<file path="config.mk">
export PLATFORM = sky130hd
export DESIGN_NAME = axi_rdata_dispatch_flat
export DESIGN_NICKNAME = d
export VERILOG_FILES = /design/src/rtl/axi_rdata_dispatch_if.sv /design/src/rtl/axi_rdata_dispatch.sv /design/src/flat_wrapper.sv
export SDC_FILE = /design/constraint.sdc
export NUM_CORES = 2
export LEC_CHECK = 0
export ABC_AREA = 1
export BUFFER_PORTS_ARGS = -buffer_cell sky130_fd_sc_hd__buf_2
export CAP_MARGIN = 20
export CELL_PAD_IN_SITES_DETAIL_PLACEMENT = 1
export CELL_PAD_IN_SITES_GLOBAL_PLACEMENT = 2
export CORE_AREA = 2 2 614 616
export CTS_BUF_LIST = sky130_fd_sc_hd__clkbuf_8
export CTS_CLUSTER_SIZE = 40
export DETAILED_ROUTE_END_ITERATION = 12
export DIE_AREA = 0 0 616 618
export HOLD_SLACK_MARGIN = 0.08
export MAX_ROUTING_LAYER = met4
export PLACE_DENSITY = 0.47
export SLEW_MARGIN = 40
export SYNTH_ARGS = -nofsm -noshare
export SYNTH_HDL_FRONTEND = slang
export SYNTH_SLANG_ARGS = --single-unit
</file>
<file path="constraint.sdc">
create_clock -name clk -period 41 [get_ports clk]
set_clock_uncertainty 0.05 [all_clocks]
set_input_delay 4.1 -clock clk [delete_from_list [all_inputs] [get_ports clk]]
set_output_delay 4.1 -clock clk [all_outputs]
set_load 0.05 [all_outputs]
</file>
<file path="src/rtl/axi_rdata_dispatch_if.sv">
// ----------------------------------------------------------------------------
// axi_rdata_dispatch_if
//   Bundles every non-clock signal of the read-data dispatcher: the ID FIFO
//   head (select/empty/pop), the AXI R channel, the per-lane decompressor
//   streams and the sticky error flags.
//
//   Modports:
//     master : the dispatcher. Drives fifo_rd_en, m_axi_rready, dec_* outputs
//              and the error flags. Samples the FIFO head, R channel and
//              dec_ready.
//     slave  : the surrounding logic (ID FIFO, AXI port, decompressors).
//
//   Lane i of dec_data occupies bits [i*DATA_WIDTH +: DATA_WIDTH].
// ----------------------------------------------------------------------------
interface axi_rdata_dispatch_if #(
    parameter int NUM_DECOMPRESSOR = 2,
    parameter int DATA_WIDTH       = 512
);
    // ID FIFO head
    logic [NUM_DECOMPRESSOR-1:0]            fifo_select;
    logic                                   fifo_empty;
    logic                                   fifo_rd_en;
    // AXI read-data channel
    logic [DATA_WIDTH-1:0]                  m_axi_rdata;
    logic [1:0]                             m_axi_rresp;
    logic                                   m_axi_rlast;
    logic                                   m_axi_rvalid;
    logic                                   m_axi_rready;
    // Decompressor lanes
    logic [NUM_DECOMPRESSOR*DATA_WIDTH-1:0] dec_data;
    logic [NUM_DECOMPRESSOR-1:0]            dec_last;
    logic [NUM_DECOMPRESSOR-1:0]            dec_valid;
    logic [NUM_DECOMPRESSOR-1:0]            dec_ready;
    // Sticky error flags
    logic                                   err_resp;
    logic                                   err_select;

    modport master (
        input  fifo_select, fifo_empty,
        output fifo_rd_en,
        input  m_axi_rdata, m_axi_rresp, m_axi_rlast, m_axi_rvalid,
        output m_axi_rready,
        output dec_data, dec_last, dec_valid,
        input  dec_ready,
        output err_resp, err_select
    );

    modport slave (
        output fifo_select, fifo_empty,
        input  fifo_rd_en,
        output m_axi_rdata, m_axi_rresp, m_axi_rlast, m_axi_rvalid,
        input  m_axi_rready,
        input  dec_data, dec_last, dec_valid,
        output dec_ready,
        input  err_resp, err_select
    );
endinterface

</file>
<file path="src/rtl/axi_rdata_dispatch.sv">
// ----------------------------------------------------------------------------
// axi_rdata_dispatch
//   Read-data dispatcher sitting behind the AXI read-ID FIFO. For every
//   outstanding burst it pops the one-hot decompressor select from the FIFO
//   head, then steers each R beat of that burst into a 2-entry buffer of the
//   selected lane. The FIFO entry is held until the RLAST beat is accepted;
//   the next select is popped in that same cycle so consecutive bursts run
//   without a bubble. A select that is not one-hot sends the burst to a
//   drain state that swallows its beats and raises err_select.
//
//   Ports:
//     clk  : clock, rising edge.
//     rst  : synchronous, active-high reset (clears FSM, lane buffers, flags).
//     bus  : axi_rdata_dispatch_if.master -- FIFO head, R channel,
//            decompressor lanes and error flags.
// ----------------------------------------------------------------------------
module axi_rdata_dispatch #(
    parameter int NUM_DECOMPRESSOR = 2,
    parameter int DATA_WIDTH       = 512
) (
    input  logic                  clk,
    input  logic                  rst,
    axi_rdata_dispatch_if.master  bus
);

    typedef enum logic [1:0] {
        ST_IDLE  = 2'd0,
        ST_BURST = 2'd1,
        ST_DRAIN = 2'd2
    } state_t;

    state_t                      r_state;
    logic [NUM_DECOMPRESSOR-1:0] r_sel;
    logic                        r_err_resp;
    logic                        r_err_select;

    logic [NUM_DECOMPRESSOR-1:0] w_lane_full;
    logic                        w_rready;
    logic                        w_accept;
    logic                        w_burst_end;
    logic                        w_fifo_pop;
    logic                        w_sel_onehot;

    assign w_sel_onehot = $onehot(bus.fifo_select);

    // rready is a function of registered state only, so there is no
    // combinational path from rvalid back to rready. While reset is held the
    // port refuses beats; they would be thrown away anyway.
    always_comb begin
        w_rready = 1'b0;
        unique case (r_state)
            ST_BURST: w_rready = |(r_sel & ~w_lane_full);
            ST_DRAIN: w_rready = 1'b1;
            default:  w_rready = 1'b0;
        endcase
        if (rst) begin
            w_rready = 1'b0;
        end
    end

    assign w_accept    = bus.m_axi_rvalid & w_rready;
    assign w_burst_end = w_accept & bus.m_axi_rlast;

    // One pop per burst: either the first burst out of IDLE, or the next
    // burst popped in the very cycle the current RLAST is accepted.
    assign w_fifo_pop = ~rst & ~bus.fifo_empty &
                        ((r_state == ST_IDLE) | w_burst_end);

    assign bus.fifo_rd_en   = w_fifo_pop;
    assign bus.m_axi_rready = w_rready;
    assign bus.err_resp     = r_err_resp;
    assign bus.err_select   = r_err_select;

    always_ff @(posedge clk) begin
        if (rst) begin
            r_state      <= ST_IDLE;
            r_sel        <= '0;
            r_err_resp   <= 1'b0;
            r_err_select <= 1'b0;
        end else begin
            // Error responses are flagged in both BURST and DRAIN.
            if (w_accept && (bus.m_axi_rresp != 2'b00)) begin
                r_err_resp <= 1'b1;
            end

            if (w_fifo_pop) begin
                r_sel <= bus.fifo_select;
                if (w_sel_onehot) begin
                    r_state <= ST_BURST;
                end else begin
                    r_state      <= ST_DRAIN;
                    r_err_select <= 1'b1;
                end
            end else if (w_burst_end) begin
                r_state <= ST_IDLE;
                r_sel   <= '0;
            end
        end
    end

    // ------------------------------------------------------------------------
    // Per-lane 2-entry output buffers. Each lane drains on its own dec_ready,
    // so a stalled lane never holds up data already buffered in another.
    // ------------------------------------------------------------------------
    genvar gi;
    generate
        for (gi = 0; gi < NUM_DECOMPRESSOR; gi++) begin : g_lane
            logic [DATA_WIDTH:0] r_mem [2];   // {data, last}
            logic                r_wr_ptr;
            logic                r_rd_ptr;
            logic [1:0]          r_count;
            logic                w_push;
            logic                w_pop;
            logic                w_valid;
            logic [DATA_WIDTH:0] w_head;

            // Pushes only happen in BURST, where r_sel is known one-hot.
            assign w_push  = w_accept & (r_state == ST_BURST) & r_sel[gi];
            assign w_valid = (r_count != 2'd0);
            assign w_pop   = w_valid & bus.dec_ready[gi];
            assign w_head  = r_mem[r_rd_ptr];

            assign w_lane_full[gi] = (r_count == 2'd2);

            // Outputs are forced to zero when the lane is empty so stale
            // entries never leak out (and reset reads back as all-zero).
            assign bus.dec_valid[gi]                          = w_valid;
            assign bus.dec_last[gi]                           = w_valid & w_head[0];
            assign bus.dec_data[gi*DATA_WIDTH +: DATA_WIDTH]  =
                w_valid ? w_head[DATA_WIDTH:1] : '0;

            // Storage carries no reset; the count gates every read of it.
            always_ff @(posedge clk) begin
                if (w_push) begin
                    r_mem[r_wr_ptr] <= {bus.m_axi_rdata, bus.m_axi_rlast};
                end
            end

            always_ff @(posedge clk) begin
                if (rst) begin
                    r_wr_ptr <= 1'b0;
                    r_rd_ptr <= 1'b0;
                    r_count  <= 2'd0;
                end else begin
                    if (w_push) begin
                        r_wr_ptr <= ~r_wr_ptr;
                    end
                    if (w_pop) begin
                        r_rd_ptr <= ~r_rd_ptr;
                    end
                    unique case ({w_push, w_pop})
                        2'b10:   r_count <= r_count + 2'd1;
                        2'b01:   r_count <= r_count - 2'd1;
                        default: r_count <= r_count;
                    endcase
                end
            end
        end
    endgenerate

endmodule

</file>
<file path="src/flat_wrapper.sv">
// flat-port wrapper written by rule: the top's interface ports become plain ports
module axi_rdata_dispatch_flat 
#(
    parameter int NUM_DECOMPRESSOR = 2,
    parameter int DATA_WIDTH       = 512
)
  (clk, rst, bus_fifo_select, bus_fifo_empty, bus_fifo_rd_en, bus_m_axi_rdata, bus_m_axi_rresp, bus_m_axi_rlast, bus_m_axi_rvalid, bus_m_axi_rready, bus_dec_data, bus_dec_last, bus_dec_valid, bus_dec_ready, bus_err_resp, bus_err_select);
  axi_rdata_dispatch_if #(.NUM_DECOMPRESSOR(NUM_DECOMPRESSOR), .DATA_WIDTH(DATA_WIDTH)) bus_i ();
  input  logic clk;
  input  logic rst;
  input wire logic [$bits(bus_i.fifo_select)-1:0] bus_fifo_select;
  input wire logic [$bits(bus_i.fifo_empty)-1:0] bus_fifo_empty;
  output wire logic [$bits(bus_i.fifo_rd_en)-1:0] bus_fifo_rd_en;
  input wire logic [$bits(bus_i.m_axi_rdata)-1:0] bus_m_axi_rdata;
  input wire logic [$bits(bus_i.m_axi_rresp)-1:0] bus_m_axi_rresp;
  input wire logic [$bits(bus_i.m_axi_rlast)-1:0] bus_m_axi_rlast;
  input wire logic [$bits(bus_i.m_axi_rvalid)-1:0] bus_m_axi_rvalid;
  output wire logic [$bits(bus_i.m_axi_rready)-1:0] bus_m_axi_rready;
  output wire logic [$bits(bus_i.dec_data)-1:0] bus_dec_data;
  output wire logic [$bits(bus_i.dec_last)-1:0] bus_dec_last;
  output wire logic [$bits(bus_i.dec_valid)-1:0] bus_dec_valid;
  input wire logic [$bits(bus_i.dec_ready)-1:0] bus_dec_ready;
  output wire logic [$bits(bus_i.err_resp)-1:0] bus_err_resp;
  output wire logic [$bits(bus_i.err_select)-1:0] bus_err_select;
  assign bus_i.fifo_select = bus_fifo_select;
  assign bus_i.fifo_empty = bus_fifo_empty;
  assign bus_fifo_rd_en = bus_i.fifo_rd_en;
  assign bus_i.m_axi_rdata = bus_m_axi_rdata;
  assign bus_i.m_axi_rresp = bus_m_axi_rresp;
  assign bus_i.m_axi_rlast = bus_m_axi_rlast;
  assign bus_i.m_axi_rvalid = bus_m_axi_rvalid;
  assign bus_m_axi_rready = bus_i.m_axi_rready;
  assign bus_dec_data = bus_i.dec_data;
  assign bus_dec_last = bus_i.dec_last;
  assign bus_dec_valid = bus_i.dec_valid;
  assign bus_i.dec_ready = bus_dec_ready;
  assign bus_err_resp = bus_i.err_resp;
  assign bus_err_select = bus_i.err_select;
  axi_rdata_dispatch #(.NUM_DECOMPRESSOR(NUM_DECOMPRESSOR), .DATA_WIDTH(DATA_WIDTH)) u_core (.clk(clk), .rst(rst), .bus(bus_i));
endmodule
</file>
==> flow_results.xml <==
<?xml version="1.0" encoding="UTF-8"?>
<metrics>
  <group name="timing">
    <metric name="timing_max_transition_violations_final" unit="">0</metric>
    <metric name="transition_time_at_the_pin_with_the_least_slew_margin" unit="ns">0.913</metric>
    <metric name="clock.fmax" unit="MHz">101</metric>
    <metric name="setup_total_negative_slack" unit="ns">0</metric>
    <metric name="finalSetupViolations" unit="">0</metric>
    <metric name="finalCriticalPeriod" unit="ns">9.93</metric>
    <metric name="unrepaired_setup_endpoints_after_global_routing" unit="">false</metric>
    <metric name="slew_headroom" unit="%">39.2</metric>
    <metric name="fin_crit_sh" unit="%">24.2</metric>
    <metric name="timing_hold_violations_final" unit="">0</metric>
  </group>
  <group name="synth">
    <metric name="yosys.area.top_type_share" unit="%">80.1</metric>
    <metric name="synth_sequential_area_ratio" unit="%">80.5</metric>
    <metric name="synth.mux.area_fraction" unit="%">0</metric>
    <metric name="syn-instance-count" unit="">5585</metric>
    <metric name="synth_warnings" unit="">0</metric>
    <metric name="yosys.cell_types.count" unit="">23</metric>
    <metric name="synth-compound-area-share" unit="%">6.85</metric>
    <metric name="synthesis.area_per_instance" unit="um2">13.8</metric>
    <metric name="dominant_combinational_cell_family_by_area_after_synthesis" unit="">simple AND/OR/NAND/NOR gates</metric>
    <metric name="xor_xnor_cell_area_share_of_the_yosys_netlist" unit="%">0.0114</metric>
    <metric name="synth-adder-area-share" unit="%">0.0813</metric>
    <metric name="synth-edff-count" unit="">2052</metric>
    <metric name="post-synth-top-area-cell" unit="">sky130_fd_sc_hd__edfxtp_1</metric>
    <metric name="asyncSetResetFlopFracSynth" unit="%">0</metric>
    <metric name="mapped_area" unit="um2">76900</metric>
    <metric name="synth_most_common_cell" unit="">sky130_fd_sc_hd__nand2_1</metric>
    <metric name="dominantRegCellSynth" unit="">sky130_fd_sc_hd__edfxtp_1</metric>
    <metric name="ys_seq_elements" unit="">2068</metric>
    <metric name="synth.cells.most_frequent" unit="">2067 x sky130_fd_sc_hd__nand2_1, 2052 x sky130_fd_sc_hd__edfxtp_1, 1041 x sky130_fd_sc_hd__a21oi_1, 281 x sky130_fd_sc_hd__buf_2, 58 x sky130_fd_sc_hd__clkbuf_1</metric>
    <metric name="post_synth_and_or_nand_nor_area_fraction" unit="%">10.3</metric>
    <metric name="postSynthNetCount" unit="">6113</metric>
    <metric name="synth.top_cells.by_area" unit="">sky130_fd_sc_hd__edfxtp_1 80%, sky130_fd_sc_hd__nand2_1 10%, sky130_fd_sc_hd__a21oi_1 6.8%, sky130_fd_sc_hd__buf_2 1.8%, sky130_fd_sc_hd__dfxtp_1 0.42%</metric>
  </group>
  <group name="layout">
    <metric name="seq_area" unit="um2">61900</metric>
    <metric name="area_delta_synth_final" unit="%">27.1</metric>
    <metric name="drive_above_1_share" unit="%">28.2</metric>
    <metric name="nFillCells" unit="">41300</metric>
    <metric name="design_area" unit="um2">97800</metric>
    <metric name="fin_nets" unit="">7812</metric>
    <metric name="multi_input_comb_area" unit="um2">13300</metric>
  </group>
  <group name="hold_path">
    <metric name="worst_hold_path_type" unit="">reg2reg</metric>
    <metric name="hold_start" unit="">u_core.bus.err_resp$_SDFFE_PP0P_</metric>
    <metric name="worstHoldEndpoint" unit="">u_core.bus.err_resp$_SDFFE_PP0P_</metric>
    <metric name="holdPathStages" unit="">2</metric>
  </group>
  <group name="setup_path">
    <metric name="r2r_cells" unit="">13</metric>
    <metric name="rr_endpoint" unit="">u_core.g_lane[1].r_mem[1][283]$_DFFE_PP_</metric>
    <metric name="critPathSlowestCell" unit="">sky130_fd_sc_hd__a21oi_1</metric>
    <metric name="rr_startpoint" unit="">u_core.r_state[1]$_SDFFE_PP0P_</metric>
    <metric name="cp.buffers_inverters" unit="">3</metric>
    <metric name="setup.worst_path.start_class" unit="">input port</metric>
    <metric name="highest_cell_delay_on_the_worst_timing_path" unit="ns">0.53</metric>
    <metric name="critical_path.endpoint_type" unit="">output port</metric>
    <metric name="crit_type" unit="">in2out</metric>
    <metric name="worst-endpoint-required" unit="ns">36.85</metric>
    <metric name="data_arrival_time_of_the_critical_path" unit="ns">5.78</metric>
    <metric name="crit_top_cell" unit="">sky130_fd_sc_hd__buf_2</metric>
    <metric name="critical-path-top-delay-family" unit="">buffers and inverters</metric>
    <metric name="regToRegSetupSlack" unit="ns">35.20</metric>
    <metric name="cp_cell_sequence" unit="">buf_2 -&gt; buf_4 -&gt; nor2_1 -&gt; nand4_4 -&gt; a21oi_1 -&gt; buf_2</metric>
    <metric name="critPathMaxFanout" unit="">12</metric>
  </group>
  <group name="clock_network">
    <metric name="total_of_cells_resized_after_clock_tree_synthesis" unit="">0</metric>
    <metric name="cts_buffers" unit="">386</metric>
    <metric name="numClockSinks" unit="">2068</metric>
    <metric name="worstSkewPairLatency" unit="ns">1.03</metric>
    <metric name="clock-root-buffer" unit="">sky130_fd_sc_hd__clkbuf_8</metric>
    <metric name="max_root_sink_buffers" unit="">4</metric>
    <metric name="htree_levels" unit="">5</metric>
    <metric name="cts-hold-fix-buffers" unit="">0</metric>
    <metric name="cts_tree" unit="">yes</metric>
    <metric name="worst_setup_hold_path_clk_slew" unit="ns">0.06</metric>
    <metric name="number_of_post_cts_setup_repair_buffers" unit="">0</metric>
  </group>
  <group name="job">
    <metric name="cap_violations" unit="">0</metric>
  </group>
  <group name="placed_design">
    <metric name="gp_congestion" unit="">0.835</metric>
    <metric name="placement.cell_area" unit="um2">90400</metric>
    <metric name="buffer_ports.inserted" unit="">1554</metric>
    <metric name="place.detailed.hpwl" unit="um">236000</metric>
  </group>
  <group name="power_and_ir_drop">
    <metric name="p_leak" unit="nW">37.4</metric>
    <metric name="power_density" unit="nW/um2">43.4</metric>
    <metric name="power.ir.vdd_worst" unit="mV">0.0262</metric>
  </group>
  <group name="global_routing">
    <metric name="global_route_wire_length_before_repair" unit="um">468000</metric>
    <metric name="global_route.overflow_total" unit="">0</metric>
    <metric name="globalRouteTotalUtil" unit="%">18.0</metric>
    <metric name="grt_max_degree" unit="">134</metric>
    <metric name="first_global_vias" unit="">54600</metric>
    <metric name="grt_antenna_before_repair" unit="">223</metric>
  </group>
  <group name="floorplanning">
    <metric name="fp-row-count" unit="">225</metric>
    <metric name="floorplan.die.height" unit="um">618</metric>
    <metric name="io_pins" unit="">1555</metric>
    <metric name="die_width" unit="um">616</metric>
    <metric name="die-area" unit="um2">381000</metric>
    <metric name="core_region_area" unit="um2">374000</metric>
    <metric name="initial_utilization" unit="%">20.6</metric>
  </group>
  <group name="routing">
    <metric name="via_count" unit="">52600</metric>
    <metric name="drt_iter0_drc" unit="">2957</metric>
    <metric name="finalWirelength" unit="um">345000</metric>
    <metric name="firstDrtPassIters" unit="">5</metric>
    <metric name="detail_route.wl_per_cell" unit="um">27.2</metric>
    <metric name="route.antenna.remaining_nets" unit="">0</metric>
    <metric name="drt_drc_violations_left" unit="">0</metric>
    <metric name="avgViaCountPerCell" unit="">4.14</metric>
  </group>
  <group name="run_status">
    <metric name="status" unit="">finished clean</metric>
  </group>
</metrics>
-- how the worst max path moves through the flow --
stage,end,cells after the start,startpoint
global route,bus_dec_data[222],8,u_core.g_lane[0].r_count[1]$_SDFFE_PP0P_
floorplan,u_core.g_lane[0].r_mem[0][0]$_DFFE_PP_,5,rst
detailed placement,u_core.g_lane[1].r_mem[1][315]$_DFFE_PP_,12,rst
finish,bus_fifo_rd_en,6,rst
CTS,bus_dec_data[741],9,u_core.g_lane[1].r_count[0]$_SDFFE_PP0P_
global placement,u_core.g_lane[1].r_mem[1][315]$_DFFE_PP_,12,rst
-- metal layers --
layer	up-vias	global-route usage [%]	routed length, um
met4	0	6.83	14800
met1	26500	19.5	132000
met5	-	-	0
met3	766	5.83	27000
li1	23400	-	-
met2	1888	30.5	171000
-- area by class of cell --
cell class / instances / area share (%)
Sequential cell: 2068 / 63.3
Multi-Input combinational cell: 3152 / 13.6
Timing Repair Buffer: 1652 / 9.16
Tap cell: 4994 / 6.39
Clock buffer: 392 / 5.52
Clock inverter: 294 / 1.59
Antenna cell: 107 / 0.274
Inverter: 24 / 0.141
-- report_power, final --
group	switching [mW]	total [mW]	internal, mW
clock network	0.922	1.86	0.941
logic	0.0384	0.0576	0.0192
registers	0.000307	2.32	2.32
-- state kept, by name, indices dropped and copies added, names as in the netlist, named ones only --
| register | cells |
|---|---|
| u_core.r_state | 2 |
| u_core.g_lane.r_wr_ptr | 2 |
| u_core.bus.err_select | 1 |
| u_core.r_sel | 2 |
| u_core.g_lane.r_rd_ptr | 2 |
| u_core.bus.err_resp | 1 |
| u_core.g_lane.r_count | 4 |
| u_core.g_lane.r_mem | 2052 |
-- cell usage in the layout (no fill, tap or decap), types with 37 or more instances in the layout --
master,n
sky130_fd_sc_hd__a21oi_1,1041
sky130_fd_sc_hd__buf_2,1554
sky130_fd_sc_hd__buf_4,57
sky130_fd_sc_hd__clkbuf_8,392
sky130_fd_sc_hd__clkinv_1,75
sky130_fd_sc_hd__clkinv_2,37
sky130_fd_sc_hd__diode_2,107
sky130_fd_sc_hd__edfxtp_1,2052
sky130_fd_sc_hd__inv_1,163
sky130_fd_sc_hd__nand2_1,2067
-- metrics by stage --
stage | setup slack (ns) | hold slack, ns | utilization (%) | power [mW] | std cells
floorplan | 13.45 | 0.382 | - | 2.37 | 5585
global placement | 30.80 | 0.380 | 24.1 | 2.42 | 11900
detailed placement | 30.75 | 0.395 | 24.2 | 2.43 | 11900
CTS | 30.89 | 0.404 | 26.0 | 4.32 | 12600
global route | 30.76 | 0.422 | 26.1 | 4.40 | 12700
finish | 31.07 | 0.406 | 26.1 | 4.24 | 12700
-- worst min-delay path, delay by kind of cell, from the launching register on --
kind / cells / cell delay (ns)
flops: 1 / 0.31
compound gates: 1 / 0.05
buf+inv: 1 / 0.05
-- cells by family after synthesis --
logic type               Yosys count
AO/OA/AOI/OAI                   1050
AND/OR/NAND/NOR                 2096
XOR/XNOR                           1
adder cells (fa/ha/maj)            5
flip-flops                      2068
buffers and inverters            365
Power figures use the tool's default switching activity.
